## config.mk

```make
export PLATFORM = sky130hd
export DESIGN_NAME = wb_port_arbiter_flat
export DESIGN_NICKNAME = d
export VERILOG_FILES = /design/src/rtl/wb_port_arbiter_pkg.sv /design/src/rtl/wb_port_arbiter_if.sv /design/src/rtl/wb_port_arbiter_result_fifo.sv /design/src/rtl/wb_port_arbiter.sv /design/src/flat_wrapper.sv
export SDC_FILE = /design/constraint.sdc
export NUM_CORES = 1
export LEC_CHECK = 0
export CAP_MARGIN = 5
export CORE_AREA = 8 8 90 172
export CTS_CLUSTER_DIAMETER = 80
export DETAILED_ROUTE_END_ITERATION = 12
export DIE_AREA = 0 0 98 180
export PLACE_DENSITY = 0.84
export SYNTH_ARGS = -nofsm -noshare
export SYNTH_HDL_FRONTEND = slang
export SYNTH_HIERARCHICAL = 1
export SYNTH_SLANG_ARGS = --single-unit
```

## constraint.sdc

```tcl
create_clock -name clk -period 4.93 [get_ports clk]
set_clock_uncertainty 0.15 [all_clocks]
set_input_delay 0.7395 -clock clk [delete_from_list [all_inputs] [get_ports clk]]
set_output_delay 0.7395 -clock clk [all_outputs]
set_load 0.005 [all_outputs]
```

## src/rtl/wb_port_arbiter_pkg.sv

```systemverilog
// wb_port_arbiter_pkg: shared widths, x0 index and writeback/MDU entry types.
package wb_port_arbiter_pkg;
   localparam int REG_ADDR_W = 5;
   localparam int XLEN = 32;
   localparam logic [REG_ADDR_W-1:0] X0 = '0;
   typedef struct packed {
      logic                  we;
      logic [REG_ADDR_W-1:0] rd;
      logic [XLEN-1:0]       data;
   } wb_req_t;
   typedef struct packed {
      logic [REG_ADDR_W-1:0] rd;
      logic [XLEN-1:0]       data;
   } mdu_entry_t;
endpackage

```

## src/rtl/wb_port_arbiter_if.sv

```systemverilog
// wb_port_arbiter_if: WB/MDU/decode/register-file signals around the write-port arbiter.
interface wb_port_arbiter_if;
   import wb_port_arbiter_pkg::*;
   logic                  pipe_regwrite;
   logic [REG_ADDR_W-1:0] pipe_rd;
   logic [XLEN-1:0]       pipe_result;
   logic                  wb_stall;
   logic                  issue_valid;
   logic [REG_ADDR_W-1:0] issue_rd;
   logic                  issue_ready;
   logic                  mdu_valid;
   logic [REG_ADDR_W-1:0] mdu_rd;
   logic [XLEN-1:0]       mdu_result;
   logic                  mdu_ready;
   logic [REG_ADDR_W-1:0] dec_rs1;
   logic [REG_ADDR_W-1:0] dec_rs2;
   logic [REG_ADDR_W-1:0] dec_rd;
   logic                  raw_stall;
   logic                  rf_we;
   logic [REG_ADDR_W-1:0] rf_rd;
   logic [XLEN-1:0]       rf_wdata;
   modport slave (
      input  pipe_regwrite, pipe_rd, pipe_result, issue_valid, issue_rd,
             mdu_valid, mdu_rd, mdu_result, dec_rs1, dec_rs2, dec_rd,
      output wb_stall, issue_ready, mdu_ready, raw_stall, rf_we, rf_rd, rf_wdata
   );
   modport master (
      output pipe_regwrite, pipe_rd, pipe_result, issue_valid, issue_rd,
             mdu_valid, mdu_rd, mdu_result, dec_rs1, dec_rs2, dec_rd,
      input  wb_stall, issue_ready, mdu_ready, raw_stall, rf_we, rf_rd, rf_wdata
   );
endinterface

```

## src/rtl/wb_port_arbiter_result_fifo.sv

```systemverilog
// wb_result_fifo: small power-of-two FIFO holding MDU results until they win the write port.
module wb_result_fifo
   import wb_port_arbiter_pkg::*;
#(
   parameter int DEPTH = 2
) (
   input  logic       clk,
   input  logic       reset,
   input  logic       i_push,
   input  mdu_entry_t i_data,
   input  logic       i_pop,
   output mdu_entry_t o_head,
   output logic       o_full,
   output logic       o_empty
);
   localparam int AW = $clog2(DEPTH);
   logic [AW-1:0] r_wr_ptr;
   logic [AW-1:0] r_rd_ptr;
   logic [AW:0]   r_count;
   mdu_entry_t    r_mem [DEPTH];
   always_ff @(posedge clk) begin
      if (reset) begin
         r_wr_ptr <= '0;
         r_rd_ptr <= '0;
         r_count  <= '0;
      end else begin
         if (i_push) r_wr_ptr <= r_wr_ptr + AW'(1);
         if (i_pop) r_rd_ptr <= r_rd_ptr + AW'(1);
         r_count <= r_count + (AW+1)'(i_push) - (AW+1)'(i_pop);
      end
   end
   always_ff @(posedge clk) begin
      if (i_push) r_mem[r_wr_ptr] <= i_data;
   end
   assign o_head  = r_mem[r_rd_ptr];
   assign o_full  = r_count == (AW+1)'(DEPTH);
   assign o_empty = r_count == '0;
endmodule

```

## src/rtl/wb_port_arbiter.sv

```systemverilog
// wb_port_arbiter: shares the register-file write port between the WB stage and the MDU,
// with a starvation guard on buffered MDU results and a busy scoreboard for MDU destinations.
module wb_port_arbiter
   import wb_port_arbiter_pkg::*;
#(
   parameter int DEPTH        = 2,
   parameter int STARVE_LIMIT = 4
) (
   input logic               clk,
   input logic               reset,
   wb_port_arbiter_if.slave  bus
);
   localparam int SW = $clog2(STARVE_LIMIT + 1);
   localparam logic [SW-1:0] LIMIT = SW'(STARVE_LIMIT);
   logic        w_full;
   logic        w_empty;
   logic        w_pipe_req;
   logic        w_force;
   logic        w_grant_mdu;
   logic        w_grant_pipe;
   logic        w_issue_ready;
   logic [31:0] w_set;
   logic [31:0] w_clr;
   mdu_entry_t  w_head;
   wb_req_t     w_req;
   logic [SW-1:0] r_starve;
   logic [31:0]   r_busy;
   wb_req_t       r_out;
   wb_result_fifo #(.DEPTH(DEPTH)) u_fifo (
      .clk     (clk),
      .reset   (reset),
      .i_push  (bus.mdu_valid & ~w_full),
      .i_data  ('{rd: bus.mdu_rd, data: bus.mdu_result}),
      .i_pop   (w_grant_mdu),
      .o_head  (w_head),
      .o_full  (w_full),
      .o_empty (w_empty)
   );
   assign w_pipe_req    = bus.pipe_regwrite & (bus.pipe_rd != X0);
   assign w_force       = ~w_empty & (r_starve == LIMIT);
   assign w_grant_mdu   = ~w_empty & (~w_pipe_req | w_force);
   assign w_grant_pipe  = w_pipe_req & ~w_grant_mdu;
   assign w_issue_ready = ~r_busy[bus.issue_rd];
   // Reset gates the stall so upstream never sees a hold while the FIFO is being flushed.
   assign bus.wb_stall    = w_pipe_req & w_grant_mdu & ~reset;
   assign bus.issue_ready = w_issue_ready;
   assign bus.mdu_ready   = ~w_full;
   assign bus.raw_stall   = r_busy[bus.dec_rs1] | r_busy[bus.dec_rs2] | r_busy[bus.dec_rd];
   assign bus.rf_we       = r_out.we;
   assign bus.rf_rd       = r_out.rd;
   assign bus.rf_wdata    = r_out.data;
   always_comb begin
      w_req.we   = w_grant_pipe | (w_grant_mdu & (w_head.rd != X0));
      w_req.rd   = w_grant_mdu ? w_head.rd : bus.pipe_rd;
      w_req.data = w_grant_mdu ? w_head.data : bus.pipe_result;
      w_set = (bus.issue_valid & w_issue_ready & (bus.issue_rd != X0)) ? 32'd1 << bus.issue_rd : '0;
      w_clr = w_grant_mdu ? 32'd1 << w_head.rd : '0;
   end
   always_ff @(posedge clk) begin
      if (reset) begin
         r_out <= '0;
      end else begin
         r_out.we <= w_req.we;
         if (w_req.we) begin
            r_out.rd   <= w_req.rd;
            r_out.data <= w_req.data;
         end
      end
   end
   always_ff @(posedge clk) begin
      if (reset || w_empty || w_grant_mdu) r_starve <= '0;
      else if (w_grant_pipe && r_starve != LIMIT) r_starve <= r_starve + SW'(1);
   end
   // Bit 0 is never set, so x0 reads as not busy everywhere.
   always_ff @(posedge clk) begin
      if (reset) r_busy <= '0;
      else r_busy <= (r_busy | w_set) & ~w_clr;
   end
   always_ff @(posedge clk) begin
      if (!reset) begin
         if (bus.mdu_valid && !w_full && bus.mdu_rd != X0) assert (r_busy[bus.mdu_rd]);
         if (w_pipe_req) assert (!r_busy[bus.pipe_rd]);
      end
   end
endmodule

```

## src/flat_wrapper.sv

```systemverilog
// flat-port wrapper written by rule: the top's interface ports become plain ports
module wb_port_arbiter_flat import wb_port_arbiter_pkg::*;
#(
   parameter int DEPTH        = 2,
   parameter int STARVE_LIMIT = 4
)
  (clk, reset, bus_pipe_regwrite, bus_pipe_rd, bus_pipe_result, bus_issue_valid, bus_issue_rd, bus_mdu_valid, bus_mdu_rd, bus_mdu_result, bus_dec_rs1, bus_dec_rs2, bus_dec_rd, bus_wb_stall, bus_issue_ready, bus_mdu_ready, bus_raw_stall, bus_rf_we, bus_rf_rd, bus_rf_wdata);
  wb_port_arbiter_if bus_i ();
  input logic clk;
  input logic reset;
  input wire logic [$bits(bus_i.pipe_regwrite)-1:0] bus_pipe_regwrite;
  input wire logic [$bits(bus_i.pipe_rd)-1:0] bus_pipe_rd;
  input wire logic [$bits(bus_i.pipe_result)-1:0] bus_pipe_result;
  input wire logic [$bits(bus_i.issue_valid)-1:0] bus_issue_valid;
  input wire logic [$bits(bus_i.issue_rd)-1:0] bus_issue_rd;
  input wire logic [$bits(bus_i.mdu_valid)-1:0] bus_mdu_valid;
  input wire logic [$bits(bus_i.mdu_rd)-1:0] bus_mdu_rd;
  input wire logic [$bits(bus_i.mdu_result)-1:0] bus_mdu_result;
  input wire logic [$bits(bus_i.dec_rs1)-1:0] bus_dec_rs1;
  input wire logic [$bits(bus_i.dec_rs2)-1:0] bus_dec_rs2;
  input wire logic [$bits(bus_i.dec_rd)-1:0] bus_dec_rd;
  output wire logic [$bits(bus_i.wb_stall)-1:0] bus_wb_stall;
  output wire logic [$bits(bus_i.issue_ready)-1:0] bus_issue_ready;
  output wire logic [$bits(bus_i.mdu_ready)-1:0] bus_mdu_ready;
  output wire logic [$bits(bus_i.raw_stall)-1:0] bus_raw_stall;
  output wire logic [$bits(bus_i.rf_we)-1:0] bus_rf_we;
  output wire logic [$bits(bus_i.rf_rd)-1:0] bus_rf_rd;
  output wire logic [$bits(bus_i.rf_wdata)-1:0] bus_rf_wdata;
  assign bus_i.pipe_regwrite = bus_pipe_regwrite;
  assign bus_i.pipe_rd = bus_pipe_rd;
  assign bus_i.pipe_result = bus_pipe_result;
  assign bus_i.issue_valid = bus_issue_valid;
  assign bus_i.issue_rd = bus_issue_rd;
  assign bus_i.mdu_valid = bus_mdu_valid;
  assign bus_i.mdu_rd = bus_mdu_rd;
  assign bus_i.mdu_result = bus_mdu_result;
  assign bus_i.dec_rs1 = bus_dec_rs1;
  assign bus_i.dec_rs2 = bus_dec_rs2;
  assign bus_i.dec_rd = bus_dec_rd;
  assign bus_wb_stall = bus_i.wb_stall;
  assign bus_issue_ready = bus_i.issue_ready;
  assign bus_mdu_ready = bus_i.mdu_ready;
  assign bus_raw_stall = bus_i.raw_stall;
  assign bus_rf_we = bus_i.rf_we;
  assign bus_rf_rd = bus_i.rf_rd;
  assign bus_rf_wdata = bus_i.rf_wdata;
  wb_port_arbiter #(.DEPTH(DEPTH), .STARVE_LIMIT(STARVE_LIMIT)) u_core (.clk(clk), .reset(reset), .bus(bus_i));
endmodule
```

After elaboration in Yosys (flattened, before gate mapping)
Memory sizes are Yosys's and may differ from the RTL's. A register that Yosys moved wholly into a read port is not among the register bits.
Cells that the tools add are included.
{ "classes": {"add_sub_neg": 5, "magnitude_cmp": 4, "n_eq_ne": 3, "shifts": 2, "muxes": 16, "n_bitwise": 23, "reduce_logical": 7} }
{ "ops": {"columns": ["op", "n"], "rows": [
  ["32-bit two-way mux", 3],
  ["1-bit by 5-bit << shifter with 32-bit output (first input constant)", 2],
  ["32-bit bitwise AND", 1],
  ["32-bit inverter", 1],
  ["32-bit bitwise OR", 1],
  ["5-bit by 6-bit < comparator with 1-bit output (second input constant)", 4],
  ["1-bit binary-select mux with 5-bit select", 4],
  ["5-bit nonzero test", 3],
  ["1-bit bitwise AND", 10],
  ["1-bit two-way mux", 8],
  ["1-bit inverter", 6],
  ["5-bit two-way mux", 1],
  ["1-bit bitwise OR", 4],
  ["3-bit by 1-bit adder with 3-bit output (second input constant)", 1],
  ["3-bit == test (second input constant)", 1],
  ["3-bit inequality test (second input constant)", 1],
  ["1-bit adder (second input constant)", 2],
  ["2-bit by 1-bit adder with 2-bit output", 1],
  ["2-bit == test (second input constant)", 1],
  ["2-bit zero test", 1],
  ["1-bit logical OR", 2],
  ["2-bit by 1-bit subtractor with 2-bit output", 1],
  ["1-bit logical AND", 1]
]} }
{ "totals": {"regBits": 77, "mem_bits_rw": 74, "out_inout_bits": 42, "wordCells": 69, "mem_count": 1} }
{ "memory_table": {"columns": ["memory", "depth", "width", "rd", "rd_ports_with_merged_regs", "wr", "line", "source"], "rows": [
  ["u_core.u_fifo.r_mem", 2, 37, 1, 1, 1, "wb_port_arbiter_result_fifo.sv:20", "mdu_entry_t r_mem [DEPTH];"]
]} }

Logic depth before layout (Yosys ltp)
{ "depth": {"ltp_word": 8, "ltp_mapped": 11} }

Modules after synthesis
The synthesis kept the hierarchy.
{ "by_module_without_submodules": {"columns": ["module", "instances", "cells_per_inst", "area_each_um2", "seq_area_each_um2"], "rows": [
  ["wb_port_arbiter", 1, 468, 4210.3, 1461.4],
  ["wb_result_fifo", 1, 136, 3039.2, 2322.2]
]} }

Worst setup path after synthesis
No wires, ideal clock.
{ "synth_path": {"kind": "in2reg", "startpoint": "input port bus_mdu_valid", "endpoint": "memory u_core/u_fifo/r_mem[0][0] (netlist name) (enable)", "arrival_time_ps": 2687, "slack_ps": 1657, "cell_stages": 2, "n_path_buf": 0, "path_cell_list": "nor2b_1 -> nor2b_1"} }
{ "synth_via": {"elab_chain_len": 3} }
{ "synth_rtl": {"columns": ["element", "line", "source"], "rows": [
  ["start, declared", "flat_wrapper.sv:16", "input wire logic [$bits(bus_i.mdu_valid)-1:0] bus_mdu_valid;"],
  ["1-bit bitwise AND", "wb_port_arbiter.sv:32", ".i_push (bus.mdu_valid & ~w_full),"],
  ["1-bit two-way mux", "wb_port_arbiter_result_fifo.sv:33", "if (i_push) r_mem[r_wr_ptr] <= i_data;"],
  ["1-bit two-way mux (not written as such)", "wb_port_arbiter_result_fifo.sv:33", null],
  ["end, declared", "wb_port_arbiter_result_fifo.sv:20", null]
]} }
No other way between the ends.

Worst setup path in the final report
{ "layout_path": {"startpoint": "input port bus_issue_rd[0]", "endpoint": "output port bus_issue_ready"} }
{ "layout_via": {"elab_chain_len": 3} }
{ "layout_rtl": {"columns": ["element", "line", "source"], "rows": [
  ["start, declared", "flat_wrapper.sv:15", "input wire logic [$bits(bus_i.issue_rd)-1:0] bus_issue_rd;"],
  ["1-bit binary-select mux with 5-bit select", "wb_port_arbiter.sv:43", "assign w_issue_ready = ~r_busy[bus.issue_rd];"],
  ["1-bit two-way mux (not written as such)", "wb_port_arbiter.sv:43", null],
  ["1-bit inverter", "wb_port_arbiter.sv:43", null],
  ["end, declared", "flat_wrapper.sv:23", "output wire logic [$bits(bus_i.issue_ready)-1:0] bus_issue_ready;"]
]} }
No other way between the ends. The select of a mux whose other input is x is not followed.

==> metrics.log <==
[metrics] Placed Cells: 861
[metrics] number of synthesis warnings: 6
[metrics] Pins Over Slew Limit: 0
[metrics] Setup TNS: 0 ns
[metrics] result of the run: complete, no violations
[metrics] DRT antenna net count: 0
[metrics] classification of the worst setup path: primary input to output port
[metrics] Crit path required time: just over 4 ns
[metrics] count of placed standard cells in the final layout, fillers left out: ~890
[metrics] layout cell share with drive strength beyond 1: 15.99%
[metrics] proportion of synthesized chip area in sequential cells: between 50% and 60%
[metrics] number of detailed-route iterations in the first pass: 5
[metrics] Post CTS Setup Buffer Count: 0
[metrics] worst min-delay path class: flop to flop
[metrics] Synth top area share: about 30%
[metrics] vias per cell: around 6.2
[metrics] highest metal layer with signal wires: met4
[metrics] area taken by multi-input logic gates: ~3200 sq um
[metrics] fill cell instance count of the final layout: between 900 and 1000
[metrics] critical path startpoint category: primary input
[metrics] Storage cell area: ~3800 sq um
[metrics] wire length of the first global-routing pass: 30030 microns
[metrics] total gr overflow: 0
[metrics] library cell occupying the most area in the post-synthesis netlist: edfxtp_1
[metrics] number of instances in the synthesized netlist: 604
[metrics] Critical Path Fanout Max: 13
[metrics] CTS H-tree depth: 4
[metrics] TritonCTS Sinks: 152
[metrics] period utilisation layout: between 80 and 90%
[metrics] power per standard cell area: approximately 450 nW/um^2
[metrics] number of global-route vias before repair: approximately 5600
[metrics] VDD IR-drop max: 394.4 uV
[metrics] FF+latch count, synth: about 150
[metrics] async set or reset register ratio after synthesis: 0%
[metrics] FMAX: 229.5 MHz
[metrics] max incr delay on CP: roughly 0.90 ns
[metrics] later-pin clock latency in the skew report: 0.41 ns
[metrics] post-synthesis instance area: between 7000 and 8000 sq um
[metrics] Clk Tree Root Cell: clkbuf_16
[metrics] Final Routed Wirelength: approximately 19000 microns
[metrics] Slew @ Worst Pin: 1.128 ns
[metrics] Arrival @ worst endpoint: roughly 3.5 ns
[metrics] number of buffers between clock root and the deepest sink: 2
[metrics] Top-Level Pins: around 140
[metrics] Synth-to-Final Area Change: 27.29%
[metrics] clock buffers created by TritonCTS: 17
[metrics] reported max-cap violation count: 0
[metrics] Leak Pwr: 0.003271 uW
[metrics] hpwl dp: about 13000 microns
[metrics] antenna violations before repair: 0
[metrics] count of buffers inserted at the top-level ports: 140
[metrics] count of flip-flops with a built-in enable after synthesis: 74
[metrics] Gates resized, CTS repair: 0
[metrics] pin count of the biggest net entering global routing: 77
[metrics] dominant register cell in the synthesized netlist: dfxtp_1
[metrics] horizontal extent of the die: 98 microns
[metrics] count of routing violations after the opening detailed-route iteration: around 430
[metrics] met2 wire length: ~9200 microns
[metrics] Final Hold Fails: 0
[metrics] GRT Resource Usage Total: 21.46%
[metrics] Core Footprint: ~13000 sq um
[metrics] DRC: 0
[metrics] RSZ-0062 raised after global routing: false
[metrics] initial standard-cell utilization of the core: between 50% and 60%
[metrics] Max transition margin: about a quarter
[metrics] final setup violating endpoints: 0
[metrics] CTS clock-pin slew for the worst setup and hold paths: 0.07 ns
[metrics] number of nets in the synthesized netlist: 707
[metrics] antenna fix cells: 0
[metrics] floorplan die area: approximately 18000 sq um
[metrics] Routed WL per cell: roughly 21 microns
[metrics] net count reported at finish: slightly above 800
[metrics] height of the chip: between 150 and 200 microns
[metrics] cells traversed along the worst timing path: clkdlybuf4s50_1, mux4_2, mux4_2, mux2i_1, clkdlybuf4s50_1
[metrics] clock tree from TritonCTS: yes
[metrics] top cells by area, synth: edfxtp_1 31%, dfxtp_1 22%, mux4_2 9.3%
[metrics] synthesized area per cell: 12.00 sq um
[metrics] count of vias placed by the detailed router: 5510
[metrics] crit path capture type: output port
[metrics] post-route met1 wirelength: 8093 microns
[metrics] final critical-path required period: between 4 and 5 ns
[metrics] unique cell type count in the Yosys netlist: between 40 and 50
[metrics] hold-fix buffers at CTS: 0
[metrics] cell area reported after detailed placement: 8660 sq um
[metrics] met3 wire len: about 1400 microns
[metrics] number of placement rows: 60
[metrics] slowest cell on the critical path: clkdlybuf4s50_1
[metrics] final weighted congestion in routability-driven placement: approximately 1.0
[metrics] Non-Filler Cell Area, Final: 9228 sq um
## Yosys cell counts, drive strengths merged (3+ instances only)
| cell | instances |
|---|---|
| buf | 21 |
| nand2 | 83 |
| mux4 | 30 |
| nor4 | 5 |
| xnor2 | 3 |
| dfxtp | 78 |
| a211oi | 33 |
| mux2 | 42 |
| clkbuf | 22 |
| nor2 | 64 |
| inv | 10 |
| nor3b | 7 |
| a311oi | 36 |
| nor2b | 11 |
| edfxtp | 74 |
| and3 | 3 |
| ha | 4 |
| nor3 | 10 |
| mux2i | 5 |
| a21oi | 30 |
| nand2b | 8 |
| a2111oi | 3 |
| a32oi | 4 |
## registers in the layout, summed over array words and instances, names as in the netlist, named ones only
name                    flops
u_core/u_fifo/r_mem        74
u_core/bus.rf_wdata        32
u_core/r_busy              32
u_core/bus.rf_rd            5
u_core/r_starve             3
u_core/u_fifo/r_count       2
u_core/bus.rf_we            1
u_core/u_fifo/r_rd_ptr      1
u_core/u_fifo/r_wr_ptr      1
## placed cells by master, fill, tap and decap left out, drive strengths merged, types with 6 or more instances in the layout
cell type | synthesis | final
a311oi | 36 | 36
clkdlybuf4s50 | 0 | 139
buf | 21 | 6
nand2 | 83 | 83
mux2 | 42 | 42
dfxtp | 78 | 78
nand2b | 8 | 8
a21oi | 30 | 30
a211oi | 33 | 33
nor3b | 7 | 7
mux4 | 30 | 30
clkbuf | 22 | 19
nor2b | 11 | 11
edfxtp | 74 | 74
inv | 10 | 16
nor3 | 10 | 10
nor2 | 64 | 64
## metal layers
metal,GRT usage (%),vias up
met5,0,-
met4,8.239,0
met3,5.844,32
met2,33.81,250
met1,27.31,2691
li1,-,2537
## critical path, delay by kind of cell
kind | cells | cell delay (ns)
buffers and inverters | 2 | 1.43
muxes | 3 | 1.30
## where the power goes
part	internal, uW	total [uW]	switching [uW]	leakage [uW]
registers	1570	1680	106	0.00133
clock network	709	1230	520	0.000265
logic	614	1210	591	0.00167
## final cells by class
type | count | share of cell area [%]
clock buffers | 19 | 4.692
multi-input cells | 399 | 34.78
repair buffers | 145 | 15.54
flip-flops and latches | 152 | 41.02
well taps | 155 | 2.102
clock inverters | 13 | 1.464
inverters | 10 | 0.4068
## path summary, 6_finish.rpt
check	startpoint	end	slack, ns	cells past startpoint
worst max-delay path	bus_issue_rd[0]	bus_issue_ready	0.57	5
worst max register to register	flop	u_core/bus.rf_rd[4]$_SDFFE_PP0P_	1.64	7
worst min register to register	u_core/r_starve[0]$_SDFFE_PP0P_	u_core/r_starve[0]$_SDFFE_PP0P_	0.30	1
worst min-delay path	u_core/r_starve[0]$_SDFFE_PP0P_	u_core/r_starve[0]$_SDFFE_PP0P_	0.30	1
## through the flow
| step | setup slack, ns | hold slack, ns | total power, uW | util, % |
|---|---|---|---|---|
| finish | 0.5735 | 0.2967 | 4111 | 69.44 |
| global route | 0.4268 | 0.3182 | 4305 | 69.44 |
| CTS | 0.5481 | 0.2996 | 4134 | 69.44 |
| detailed placement | 0.5519 | 0.2862 | 2899 | 65.17 |
| global placement | 0.5810 | 0.2832 | 2860 | 65.17 |
| floorplan | 1.657 | 0.2673 | 2455 | - |
## kinds of logic (layout without fill, tap and decap cells)
logic type,Yosys count,after routing,share of synthesized area (%)
AND/OR/NAND/NOR,199,199,12.57
adder cells (fa/ha/maj),4,4,0.6904
flip-flops,152,152,52.19
XOR/XNOR,4,4,0.6732
multiplexers,77,77,18.09
AO/OA/AOI/OAI,115,115,11.84
buffers and inverters,53,187,3.952
No activity file was read; power rests on OpenSTA's default activity.
